**config.mk**
```make
export PLATFORM = sky130hd
export DESIGN_NAME = fetch_unit
export DESIGN_NICKNAME = d
export VERILOG_FILES = /design/src/rtl/fetch_pkg.sv /design/src/rtl/fetch_fifo.sv /design/src/rtl/fetch_unit.sv
export SDC_FILE = /design/constraint.sdc
export NUM_CORES = 1
export LEC_CHECK = 0
export ABC_AREA = 1
export CORE_MARGIN = 5
export CORE_UTILIZATION = 50
export DETAILED_ROUTE_END_ITERATION = 6
export PLACE_DENSITY = 0.81
export SLEW_MARGIN = 10
export SYNTH_ARGS = -nofsm -noshare
export SYNTH_HDL_FRONTEND = slang
export SYNTH_SLANG_ARGS = --single-unit
```
**constraint.sdc**
```tcl
create_clock -name clk -period 8.6 [get_ports clk]
set_input_delay 1.72 -clock clk [delete_from_list [all_inputs] [get_ports clk]]
set_output_delay 1.72 -clock clk [all_outputs]
set_load 0.01 [all_outputs]
```
**src/rtl/fetch_pkg.sv**
```systemverilog
// Shared types and constants for the instruction-fetch stage.
// Defining FETCH_ADEL_EN adds an address-error flag to every buffered fetch entry.
package fetch_pkg;

  localparam logic [31:0] RESET_PC_DEFAULT = 32'h0000_3000;
  localparam logic [31:0] NOP_INSTR        = 32'h0000_0000;

  typedef enum logic {
    S_FETCH,
    S_DROP
  } fetch_state_e;

  typedef struct packed {
    logic [31:0] pc;
    logic [31:0] instr;
`ifdef FETCH_ADEL_EN
    logic        adel;
`endif
  } fetch_entry_t;

  function automatic logic [31:0] word_addr(input logic [31:0] pc);
    return {pc[31:2], 2'b00};
  endfunction

endpackage

```
**src/rtl/fetch_fifo.sv**
```systemverilog
// Small synchronous FIFO buffering fetched {pc, instr} entries; head is combinational.
// Flush empties the buffer and overrides any push or pop in the same cycle.
module fetch_fifo
  import fetch_pkg::*;
#(
  parameter int DEPTH = 2,
  localparam int CW   = $clog2(DEPTH + 1)
) (
  input  logic         clk,
  input  logic         rst,
  input  logic         push_i,
  input  fetch_entry_t data_i,
  input  logic         pop_i,
  input  logic         flush_i,
  output logic [CW-1:0] count_o,
  output fetch_entry_t head_o,
  output logic         empty_o
);

  localparam int PW = $clog2(DEPTH);

  fetch_entry_t  mem_q [DEPTH];
  logic [PW-1:0] rd_ptr_q, rd_ptr_d;
  logic [PW-1:0] wr_ptr_q, wr_ptr_d;
  logic [CW-1:0] count_q, count_d;
  logic          do_push, do_pop;

  // DEPTH is a power of two, so pointers wrap naturally at their width.
  always_comb begin
    do_pop   = pop_i && (count_q != '0);
    do_push  = push_i && ((count_q != CW'(DEPTH)) || do_pop);
    rd_ptr_d = rd_ptr_q;
    wr_ptr_d = wr_ptr_q;
    count_d  = count_q;
    if (flush_i) begin
      rd_ptr_d = '0;
      wr_ptr_d = '0;
      count_d  = '0;
    end else begin
      if (do_push) wr_ptr_d = wr_ptr_q + 1'b1;
      if (do_pop)  rd_ptr_d = rd_ptr_q + 1'b1;
      case ({do_push, do_pop})
        2'b10:   count_d = count_q + 1'b1;
        2'b01:   count_d = count_q - 1'b1;
        default: count_d = count_q;
      endcase
    end
  end

  always_ff @(posedge clk) begin
    if (rst) begin
      rd_ptr_q <= '0;
      wr_ptr_q <= '0;
      count_q  <= '0;
    end else begin
      rd_ptr_q <= rd_ptr_d;
      wr_ptr_q <= wr_ptr_d;
      count_q  <= count_d;
    end
  end

  always_ff @(posedge clk) begin
    if (do_push && !flush_i) mem_q[wr_ptr_q] <= data_i;
  end

  assign head_o  = mem_q[rd_ptr_q];
  assign count_o = count_q;
  assign empty_o = (count_q == '0);

endmodule

```
**src/rtl/fetch_unit.sv**
```systemverilog
// Instruction-fetch stage: owns the PC, issues req/ack reads, buffers {pc, instr} for IF/ID.
// Optional FETCH_ADEL_EN: misaligned/out-of-range PCs push an address-error entry instead of reading.
module fetch_unit
  import fetch_pkg::*;
#(
  parameter logic [31:0] RESET_PC   = RESET_PC_DEFAULT,
  parameter int          FIFO_DEPTH = 2,
  parameter int          IM_WORDS   = 4096
) (
  input  logic        clk,
  input  logic        rst,
  input  logic        stall,
  input  logic        redirect,
  input  logic [31:0] redirect_pc,
  output logic        imem_req,
  output logic [31:0] imem_addr,
  input  logic        imem_ack,
  input  logic [31:0] imem_rdata,
  output logic [31:0] instr_out,
  output logic [31:0] pc_out,
  output logic        valid_out,
  output logic        exc_adel_out
);

  localparam int CW = $clog2(FIFO_DEPTH + 1);

  if ((FIFO_DEPTH != 2 && FIFO_DEPTH != 4) || IM_WORDS < 1) begin : g_bad_config
    $error("fetch_unit: FIFO_DEPTH must be 2 or 4 and IM_WORDS must be positive");
  end

  fetch_state_e  state_q, state_d;
  logic [31:0]   fetch_pc_q, fetch_pc_d;
  logic [31:0]   pend_pc_q, pend_pc_d;
  logic          outstanding_q, outstanding_d;
  logic          room, acked, pc_bad, adel_ready, adel_push;
  logic          fifo_push, fifo_pop, fifo_empty;
  logic [CW-1:0] fifo_count;
  fetch_entry_t  push_entry, head;

`ifdef FETCH_ADEL_EN
  localparam logic [32:0] PC_LIMIT = {1'b0, RESET_PC} + 33'(4 * IM_WORDS);

  logic adel_done_q, adel_done_d;

  assign pc_bad = (fetch_pc_q[1:0] != 2'b00) || (fetch_pc_q < RESET_PC) ||
                  ({1'b0, fetch_pc_q} >= PC_LIMIT);
  // One error entry per bad PC; the PC then parks until decode redirects.
  assign adel_ready  = pc_bad && room && !outstanding_q && !adel_done_q;
  assign adel_done_d = redirect ? 1'b0 : (adel_done_q || adel_push);

  always_ff @(posedge clk) begin
    if (rst) adel_done_q <= 1'b0;
    else     adel_done_q <= adel_done_d;
  end
`else
  assign pc_bad     = 1'b0;
  assign adel_ready = 1'b0;
`endif

  // A new read starts only when its data is guaranteed a FIFO slot.
  assign room      = (fifo_count < CW'(FIFO_DEPTH));
  assign imem_req  = !rst && (outstanding_q || (state_q == S_FETCH && room && !pc_bad));
  assign imem_addr = word_addr(fetch_pc_q);
  assign acked     = imem_req && imem_ack;
  assign fifo_pop  = valid_out && !stall && !redirect;

  always_comb begin
    state_d       = state_q;
    fetch_pc_d    = fetch_pc_q;
    pend_pc_d     = pend_pc_q;
    outstanding_d = imem_req && !imem_ack;
    fifo_push     = 1'b0;
    adel_push     = 1'b0;
    case (state_q)
      S_FETCH: begin
        if (redirect) begin
          if (outstanding_d) begin
            pend_pc_d = redirect_pc;
            state_d   = S_DROP;
          end else begin
            fetch_pc_d = redirect_pc;
          end
        end else if (acked) begin
          fifo_push  = 1'b1;
          fetch_pc_d = fetch_pc_q + 32'd4;
        end else if (adel_ready) begin
          fifo_push = 1'b1;
          adel_push = 1'b1;
        end
      end
      S_DROP: begin
        // The stale read must finish before the address may change; its data is dropped.
        if (redirect) pend_pc_d = redirect_pc;
        if (acked) begin
          fetch_pc_d = redirect ? redirect_pc : pend_pc_q;
          state_d    = S_FETCH;
        end
      end
      default: state_d = S_FETCH;
    endcase
  end

  always_ff @(posedge clk) begin
    if (rst) begin
      state_q       <= S_FETCH;
      fetch_pc_q    <= RESET_PC;
      pend_pc_q     <= RESET_PC;
      outstanding_q <= 1'b0;
    end else begin
      state_q       <= state_d;
      fetch_pc_q    <= fetch_pc_d;
      pend_pc_q     <= pend_pc_d;
      outstanding_q <= outstanding_d;
    end
  end

  always_comb begin
    push_entry       = '0;
    push_entry.pc    = fetch_pc_q;
    push_entry.instr = adel_push ? NOP_INSTR : imem_rdata;
`ifdef FETCH_ADEL_EN
    push_entry.adel  = adel_push;
`endif
  end

  fetch_fifo #(
    .DEPTH (FIFO_DEPTH)
  ) u_fifo (
    .clk     (clk),
    .rst     (rst),
    .push_i  (fifo_push),
    .data_i  (push_entry),
    .pop_i   (fifo_pop),
    .flush_i (redirect),
    .count_o (fifo_count),
    .head_o  (head),
    .empty_o (fifo_empty)
  );

  assign valid_out = !fifo_empty;
  assign instr_out = valid_out ? head.instr : NOP_INSTR;
  assign pc_out    = valid_out ? head.pc : 32'h0;
`ifdef FETCH_ADEL_EN
  assign exc_adel_out = valid_out && head.adel;
`else
  assign exc_adel_out = 1'b0;
`endif

endmodule

```
==> reports/results.ini, run 1 <==
[outcome]
outcome = finished clean

[sta]
max_clock_freq_ghz = 0.192
fin_skew_ps = 10.6
worst_slew_pin_slew_ps = 1120
setup_violations = 0
hold_viol_final = 0
slew_headroom_pct = 25.3
finalSetupTns_ps = 0
post-route-min-period_ps = 5210
rsz0062_at_grt = no
drv_slew = 0
fin_crit_sh_pct = 60.6

[worst_setup_path]
crit_type = in -> out
crit_chain = clkdlybuf4s50_1 > inv_1 > buf_4 > nand2_2 > inv_2 > clkdlybuf4s50_1
ff2ff_path_depth = 7
crit_path_max_incr_delay_ps = 530
start_kind = input pin
reg2reg_from = u_fifo.count_o[1]$_SDFFE_PP0P_
cp_max_fo = 65
worstPathRequired_ps = 6880
crit_family = buffers and inverters
cp_num_buf_inv = 5
crit_slowest_cell = clkdlybuf4s50_1
r2r-end = u_fifo.mem_q[0][12]$_DFFE_PP_
worst-r2r-setup-slack_ps = 5700
crit_top_cell = clkdlybuf4s50_1
endpoint_kind = output port
cp.arrival_ps = 3490

[clocking]
cts_tree = done
cts_max_path_buffers = 2
cts_max_level = 4
clk-insertion-delay-late_ps = 430
cts_made_buffers = 17
cts_resized = 0
path_clk_slew_ps = 70
numClockSinks = 199
cts_setup_buffers = 0
ctsHoldBuffers = 0
ctsRootBufferMaster = clkbuf_16

[synth]
synth_cells = 1001
ys.flop_type = edfxtp_1
syn_avg_cell_area_um2 = 8.96
synth_edf_count = 128
synth_area_leaders = edfxtp_1 (43%), dfxtp_1 (16%), nand2_1 (11%), nor2_1 (6.0%), a21oi_1 (5.3%)
synth_warnings = 0
yosys.area.top_type = edfxtp_1
yosysTopAreaCellShare_pct = 42.9
yosys_register_bits = 199
synthArstFlopShare_pct = 0
mappedNetlistArea_um2 = 8970
yosysSeqAreaShare_pct = 58.7
synth.distinct_cells = 37
synth_most_common_cell = nand2_1
synth_common_cells = nand2_1 (271), nor2_1 (144), edfxtp_1 (128)

[layout]
areaGrowthSynthToFinish_pct = 23.5
antenna_cells = 0
nFillCells = 1508
drive_gt1_share_pct = 5.69
multi_input_area_um2 = 3030
layout.nets = 1182
regArea_um2 = 5270

[placement]
gp_congestion = 0.854
hpwl_um = 13900
io_buffers = 164

[floorplanning]
die_h_um = 144
initial_core_util_pct = 50.3
io_pins = 168
core_um2 = 17800
rows = 49
dieArea_um2 = 20700
die_w_um = 144

[global_routing]
grt_pass1_wl_um = 33600
grt_start_max_net_pins = 66
grt_overflow = 0
grt_usage_pct = 20.6
grt_pass1_vias = 6576
antenna_found_initial = 0

[worst_hold_path]
hp-start = fetch_pc_q[1]$_SDFFE_PP0P_
min_path_type = reg -> reg
whs_endpoint = u_fifo.mem_q[1][33]$_DFFE_PP_
hold_depth = 0

[power]
power_mw = 2.15
p_leak_nw = 4.08
ir_worst_vdd_v = 0.000145
pwr_density_cell_nw_per_um2 = 194

[drt]
drc = 0
drtIter0Drc = 577
viasPerCell = 5.18
routed_wl_um = 21100
via_count = 7014
antenna_left = 0
first_pass_iters = 5
wl_per_cell_um = 15.6

[run]
drv_cap = 0

==> flip-flops by register name (all words and copies together) (netlist names), named ones only <==
signal           count
fetch_pc_q          32
outstanding_q        1
pend_pc_q           32
state_q              1
u_fifo.count_o       2
u_fifo.mem_q       128
u_fifo.rd_ptr_q      1
u_fifo.wr_ptr_q      1
==> area by class of cell <==
cell class | instances | area share [%]
multi-input combinational | 672 | 27.4
sequential | 199 | 47.5
inverter | 52 | 1.80
clock buffer | 17 | 3.84
clock inverter | 15 | 1.65
timing repair buffer | 170 | 15.2
tap | 229 | 2.59
==> logic make-up (layout without fill, tap and decap cells) <==
| group | after synthesis | in the layout | synth area share [%] |
|---|---|---|---|
| compound gates | 184 | 184 | 11.1 |
| xor+xnor | 3 | 3 | 0.293 |
| fa+ha+maj | 1 | 1 | 0.139 |
| buf+inv | 132 | 254 | 7.76 |
| flops | 199 | 199 | 58.7 |
| other cells | 1 | 3 | 0.0418 |
| simple gates | 481 | 481 | 21.9 |
==> routing by layer <==
layer,global-route usage [%],wire [um],vias up
li1,-,-,3518
met1,27.4,8880,3233
met2,34.3,10300,239
met3,3.63,1620,24
met4,6.49,326,0
met5,0,0,-
==> how the worst max path moves through the flow <==
| stage | cells past startpoint | start | endpoint |
|---|---|---|---|
| floorplan | 5 | redirect | u_fifo.mem_q[0][0]$_DFFE_PP_ |
| global placement | 6 | rst | imem_req |
| detailed placement | 6 | rst | imem_req |
| CTS | 6 | rst | imem_req |
| global route | 6 | rst | imem_req |
| finish | 6 | rst | imem_req |
==> worst reg2reg max path: stages (launching register included) <==
cell and delay [ps]:
dfxtp_1 470, nor2_4 40, buf_4 330, inv_1 170, nand2_1 120, a31oi_1 280
nor2b_4 440, buf_4 640
==> cells in the final DEF, fill, tap and decap left out, drive strengths merged, types with 6 or more instances in the layout <==
cell type / count
a22o: 18
buf: 6
edfxtp: 128
a21oi: 95
nand2: 277
clkbuf: 17
o21ai: 68
inv: 58
nand3: 41
dfxtp: 71
clkdlybuf4s50: 164
nor2: 151
clkinv: 6
==> power breakdown <==
group          total (mW)  internal [mW]  switching [mW]
registers            1.11           1.06          0.0459
clock network       0.812          0.442           0.370
logic               0.227          0.106           0.121
total                2.15           1.61           0.537
==> through the flow <==
stage	area, um2	util [%]	setup slack [ps]	cells	hold WS [ps]
after detailed placement	10500	58.7	3370	1322	456
after global routing	11100	62.1	3290	1354	503
after floorplan	8980	-	2780	1003	426
after global placement	10500	58.7	3400	1322	444
final	11100	62.1	3390	1354	475
after CTS	11100	62.1	3370	1354	477
No activity file was read; power rests on OpenSTA's default activity.
==> run 2: changes to the inputs <==
- clock period: 8.6 -> 4.8 ns (I/O delays scaled with it)
==> run 2 against run 1 <==
Compared with the run above:
- sequential power grew 78%
- sequential cell count unchanged
- highest routed layer unchanged
- sequential share of layout area grew 0.070 points
- non-clock buffer count rose by 2
- first-iteration DRC count shrank 0.87%
- global-route usage down 0.19 points
- via count down 0.68%
- count of clock-buffer cells in the layout grew 2
- critical path depth decreased by 2
==> reports/results.ini, run 2 (synthesis results as in run 1) <==
[outcome]
outcome = finished clean

[sta]
fin_skew_ps = 12.7
rsz0062_at_grt = no
slew_headroom_pct = 28.0
finalSetupTns_ps = 0
drv_slew = 0
hold_viol_final = 0
max_clock_freq_ghz = 0.287
setup_violations = 0
fin_crit_sh_pct = 72.7
worst_slew_pin_slew_ps = 1080
post-route-min-period_ps = 3490

[global_routing]
grt_pass1_wl_um = 33100
grt_start_max_net_pins = 66
top_usage_layer = met2
grt_overflow = 0
use_met3_pct = 4.93
grt_pass1_vias = 6400
grt_usage_pct = 20.4
antenna_found_initial = 0
grt.met2_usage_pct = 33.4
use_met1_pct = 27.7

[power]
p_sw_uw = 919
pwr_density_cell_nw_per_um2 = 342
p_int_mw = 2.87
power_frac_comb_pct = 10.8
ir_worst_vdd_v = 0.000270
clkPwrFrac_pct = 36.8
p_sw_share_pct = 24.3
p_leak_nw = 4.07
p_seq_share_pct = 52.4

[drt]
routed_wl_um = 21100
viasPerCell = 5.14
first_pass_iters = 5
wl_per_cell_um = 15.6
via_count = 6966
drc = 0
drtIter0Drc = 572
antenna_left = 0

[worst_setup_path]
crit_slowest_cell = inv_2
reg2reg_from = u_fifo.count_o[1]$_SDFFE_PP0P_
endpoint_kind = output port
crit_chain = inv_2 > nand2_1 > a21oi_1 > clkdlybuf4s50_1
crit_type = reg -> out
start_kind = flop
worstPathRequired_ps = 3840
crit_path_max_incr_delay_ps = 740
cp.arrival_ps = 2530
cp_max_fo = 64

[worst_hold_path]
min_path_type = reg -> reg
hp-start = pend_pc_q[13]$_SDFFE_PP1P_

[clocking]
path_clk_slew_ps = 70
cts_setup_buffers = 0
cts_max_path_buffers = 2
cts_made_buffers = 17
cts_tree = done
clk-insertion-delay-late_ps = 440
cts_resized = 0
cts_max_level = 4
numClockSinks = 199
ctsRootBufferMaster = clkbuf_16
ctsHoldBuffers = 0

[layout]
areaGrowthSynthToFinish_pct = 23.3
final_area_um2 = 11100
reg_top3 = u_fifo.mem_q: 128 flops, fetch_pc_q: 32 flops, pend_pc_q: 32 flops
nFillCells = 1510
layout.nets = 1184
drive_gt1_share_pct = 5.68
utilization_pct = 62.0
largest_reg_flops = 128
mostFrequentLayoutCell = nand2_1
layout_common_cells = nand2_1 (271), clkdlybuf4s50_1 (164), nor2_1 (143), edfxtp_1 (128), a21oi_1 (95)
regMostFlops = u_fifo.mem_q
antenna_cells = 0

[placement]
io_buffers = 164
hpwl_um = 14200
place_area_um2 = 10500
gp_congestion = 0.892

[floorplanning]
core_um2 = 17800
rows = 49
die_w_um = 144
dieArea_um2 = 20700
initial_core_util_pct = 50.3
io_pins = 168
die_h_um = 144

[run]
drv_cap = 0

-- run 2: final cells by class --
| cell class | instances | area [um2] | share of cell area, % |
|---|---|---|---|
| Tap cell | 229 | 287 | 2.59 |
| Inverter | 52 | 199 | 1.80 |
| Clock buffer | 19 | 433 | 3.91 |
| Sequential cell | 199 | 5270 | 47.6 |
| Clock inverter | 13 | 144 | 1.30 |
| Timing Repair Buffer | 172 | 1700 | 15.4 |
| Multi-Input combinational cell | 672 | 3030 | 27.4 |
-- run 2: final timing paths --
path	to	slack, ps	cells after the start
setup / recovery	pc_out[14]	1310	4
hold / removal	pend_pc_q[13]$_SDFFE_PP1P_	480	2
setup reg to reg	u_fifo.mem_q[0][50]$_DFFE_PP_	2040	7
hold reg to reg	pend_pc_q[13]$_SDFFE_PP1P_	480	2
-- run 2: metrics by stage --
step | setup WS, ps | instances | total power, mW | hold slack [ps]
after CTS | 1320 | 1356 | 3.81 | 479
final | 1310 | 1356 | 3.79 | 481
after floorplan | 959 | 1003 | 2.25 | 426
after global placement | 1010 | 1324 | 2.42 | 453
after global routing | 1170 | 1356 | 3.94 | 492
after detailed placement | 995 | 1324 | 2.43 | 458
-- run 2: per-layer routing --
layer / vias to the layer above / wire length [um]
met1: 3203 / 9180
met3: 13 / 1590
met5: - / 0
met4: 0 / 157
met2: 227 / 10200
li1: 3523 / -
-- run 2: worst max-delay path, delay by kind of cell, from the launching register on --
kind | cells | cell delay [ps]
compound gates | 1 | 200
buf+inv | 2 | 1400
flops | 1 | 330
simple gates | 1 | 120
-- run 2: power groups by stage --
stage          clock [mW]  combinational [mW]  sequential (mW)
2_1_floorplan           0               0.266             1.99
3_3_place_gp            0               0.400             2.02
3_5_place_dp            0               0.407             2.02
4_1_cts              1.41               0.410             1.98
5_1_grt              1.49               0.455             1.99
6_report             1.39               0.409             1.98
==> run 3: changes to the inputs <==
- clock period: 4.8 -> 3.5 ns (I/O delays scaled with it)
==> run 3 against run 2 <==
Compared with the run above:
- critical path depth unchanged
- die area unchanged
- routed wire length decreased by 0.99%
- global-route usage decreased by 0.29 points
- sequential share of layout area decreased by 0.40 points
- cell count about the same
- clock skew decreased by 3.6 ps
- via count increased by 0.72%
- cell area increased by 0.85%
- register-to-register slack got worse by 700 ps
- critical endpoint is now pc_out[11]
==> reports/results.ini, run 3 (synthesis results as in run 1) <==
[global_routing]
grt_pass1_vias = 6489
grt_usage_pct = 20.1
grt_start_max_net_pins = 65
antenna_found_initial = 0
grt_overflow = 0
grt_pass1_wl_um = 32800

[outcome]
outcome = finished clean

[worst_setup_path]
endpoint_kind = output port
cp_max_fo = 46
crit_type = reg -> out
ff2ff_path_depth = 6
worstPathRequired_ps = 2800
worst-r2r-setup-slack_ps = 1340
cp.arrival_ps = 2420
start_kind = flop

[drt]
routed_wl_um = 20900
antenna_left = 0
via_count = 7016
first_pass_iters = 5
viasPerCell = 5.17
drtIter0Drc = 581
drc = 0
wl_per_cell_um = 15.4

[floorplanning]
die_h_um = 144
die_w_um = 144
core_um2 = 17800
initial_core_util_pct = 50.3
io_pins = 168
dieArea_um2 = 20700
rows = 49

[clocking]
ctsRootBufferMaster = clkbuf_16
cts_max_level = 4
cts_setup_buffers = 0
cts_max_path_buffers = 2
ctsHoldBuffers = 0
numClockSinks = 199
cts_resized = 0
clk-insertion-delay-late_ps = 440
cts_tree = done
cts_made_buffers = 17
path_clk_slew_ps = 80

[sta]
slew_headroom_pct = 58.0
max_clock_freq_ghz = 0.321
drv_slew = 0
rsz0062_at_grt = no
fin_crit_sh_pct = 89.0
post-route-min-period_ps = 3120
finalSetupTns_ps = 0
fin_skew_ps = 9.06
worst_slew_pin_slew_ps = 629
hold_viol_final = 0
setup_violations = 0

[placement]
io_buffers = 164
gp_congestion = 0.856
hpwl_um = 14000

[power]
ir_worst_vdd_v = 0.000335
clkPwrFrac_pct = 37.3
p_sw_share_pct = 26.0
p_leak_nw = 4.11
p_int_mw = 3.88
p_seq_share_pct = 51.9
pwr_density_cell_nw_per_um2 = 470
power_frac_comb_pct = 10.7
p_sw_mw = 1.36

[layout]
utilization_pct = 62.5
largest_reg_flops = 128
drive_gt1_share_pct = 5.94
mostFrequentLayoutCell = nand2_1
layout_common_cells = nand2_1 (271), clkdlybuf4s50_1 (164), nor2_1 (143), edfxtp_1 (128), a21oi_1 (95)
reg_top3 = u_fifo.mem_q: 128 flops, fetch_pc_q: 32 flops, pend_pc_q: 32 flops
regMostFlops = u_fifo.mem_q
nFillCells = 1513
layout.nets = 1185
areaGrowthSynthToFinish_pct = 24.4
antenna_cells = 0

[run]
drv_cap = 0

[worst_hold_path]
hold_depth = 2
min_path_type = reg -> reg

-- run 3: cell count changes in the layout (fill, tap and decap cells not counted), moves of 3 or more --
cell      delta
buf_12       +4
clkinv_8     +4
inv_8        +4
buf_4        -3
clkinv_2     -3
-- run 3: routing by layer --
metal	wire length (um)	up-vias	track usage (%)
li1	-	3521	-
met1	8640	3195	26.0
met2	10200	269	34.0
met3	1750	31	4.23
met4	317	0	6.24
met5	0	-	0
-- run 3: worst paths after layout --
kind                                       start                            end
setup reg to reg  u_fifo.count_o[1]$_SDFFE_PP0P_  u_fifo.mem_q[0][56]$_DFFE_PP_
hold reg to reg       pend_pc_q[13]$_SDFFE_PP1P_     pend_pc_q[13]$_SDFFE_PP1P_
hold / removal        pend_pc_q[13]$_SDFFE_PP1P_     pend_pc_q[13]$_SDFFE_PP1P_
setup / recovery                            flop                     pc_out[11]
-- run 3: area by class of cell --
cell class	count	area, um2	share of cell area [%]
clock buffers	18	450	4.04
repair buffers	173	1760	15.8
inverters	52	199	1.78
multi-input cells	672	3030	27.2
well taps	229	287	2.57
flip-flops and latches	199	5270	47.2
clock inverters	14	163	1.46
-- run 3: power groups by stage --
stage / Combinational [mW] / Clock [mW] / Sequential (mW)
after global routing: 0.622 / 2.09 / 2.74
after detailed placement: 0.561 / 0 / 2.77
final: 0.562 / 1.96 / 2.72
after CTS: 0.565 / 2.00 / 2.72
after floorplan: 0.366 / 0 / 2.73
after global placement: 0.552 / 0 / 2.77
-- run 3: through the flow --
stage	instances	power [mW]	cell area (um2)	setup WS, ps	hold WS [ps]
2_1_floorplan	1003	3.09	8980	301	426
3_3_place_gp	1325	3.32	10500	608	448
3_5_place_dp	1325	3.33	10500	562	456
4_1_cts	1357	5.28	11200	338	479
5_1_grt	1357	5.45	11200	183	503
6_report	1357	5.24	11200	384	477
-- run 3: worst max-delay path: stages, from the launching register on --
cell             delay, ps
dfxtp_2                550
buf_4                  500
nand2_1                110
a21oi_1                230
clkdlybuf4s50_1        570
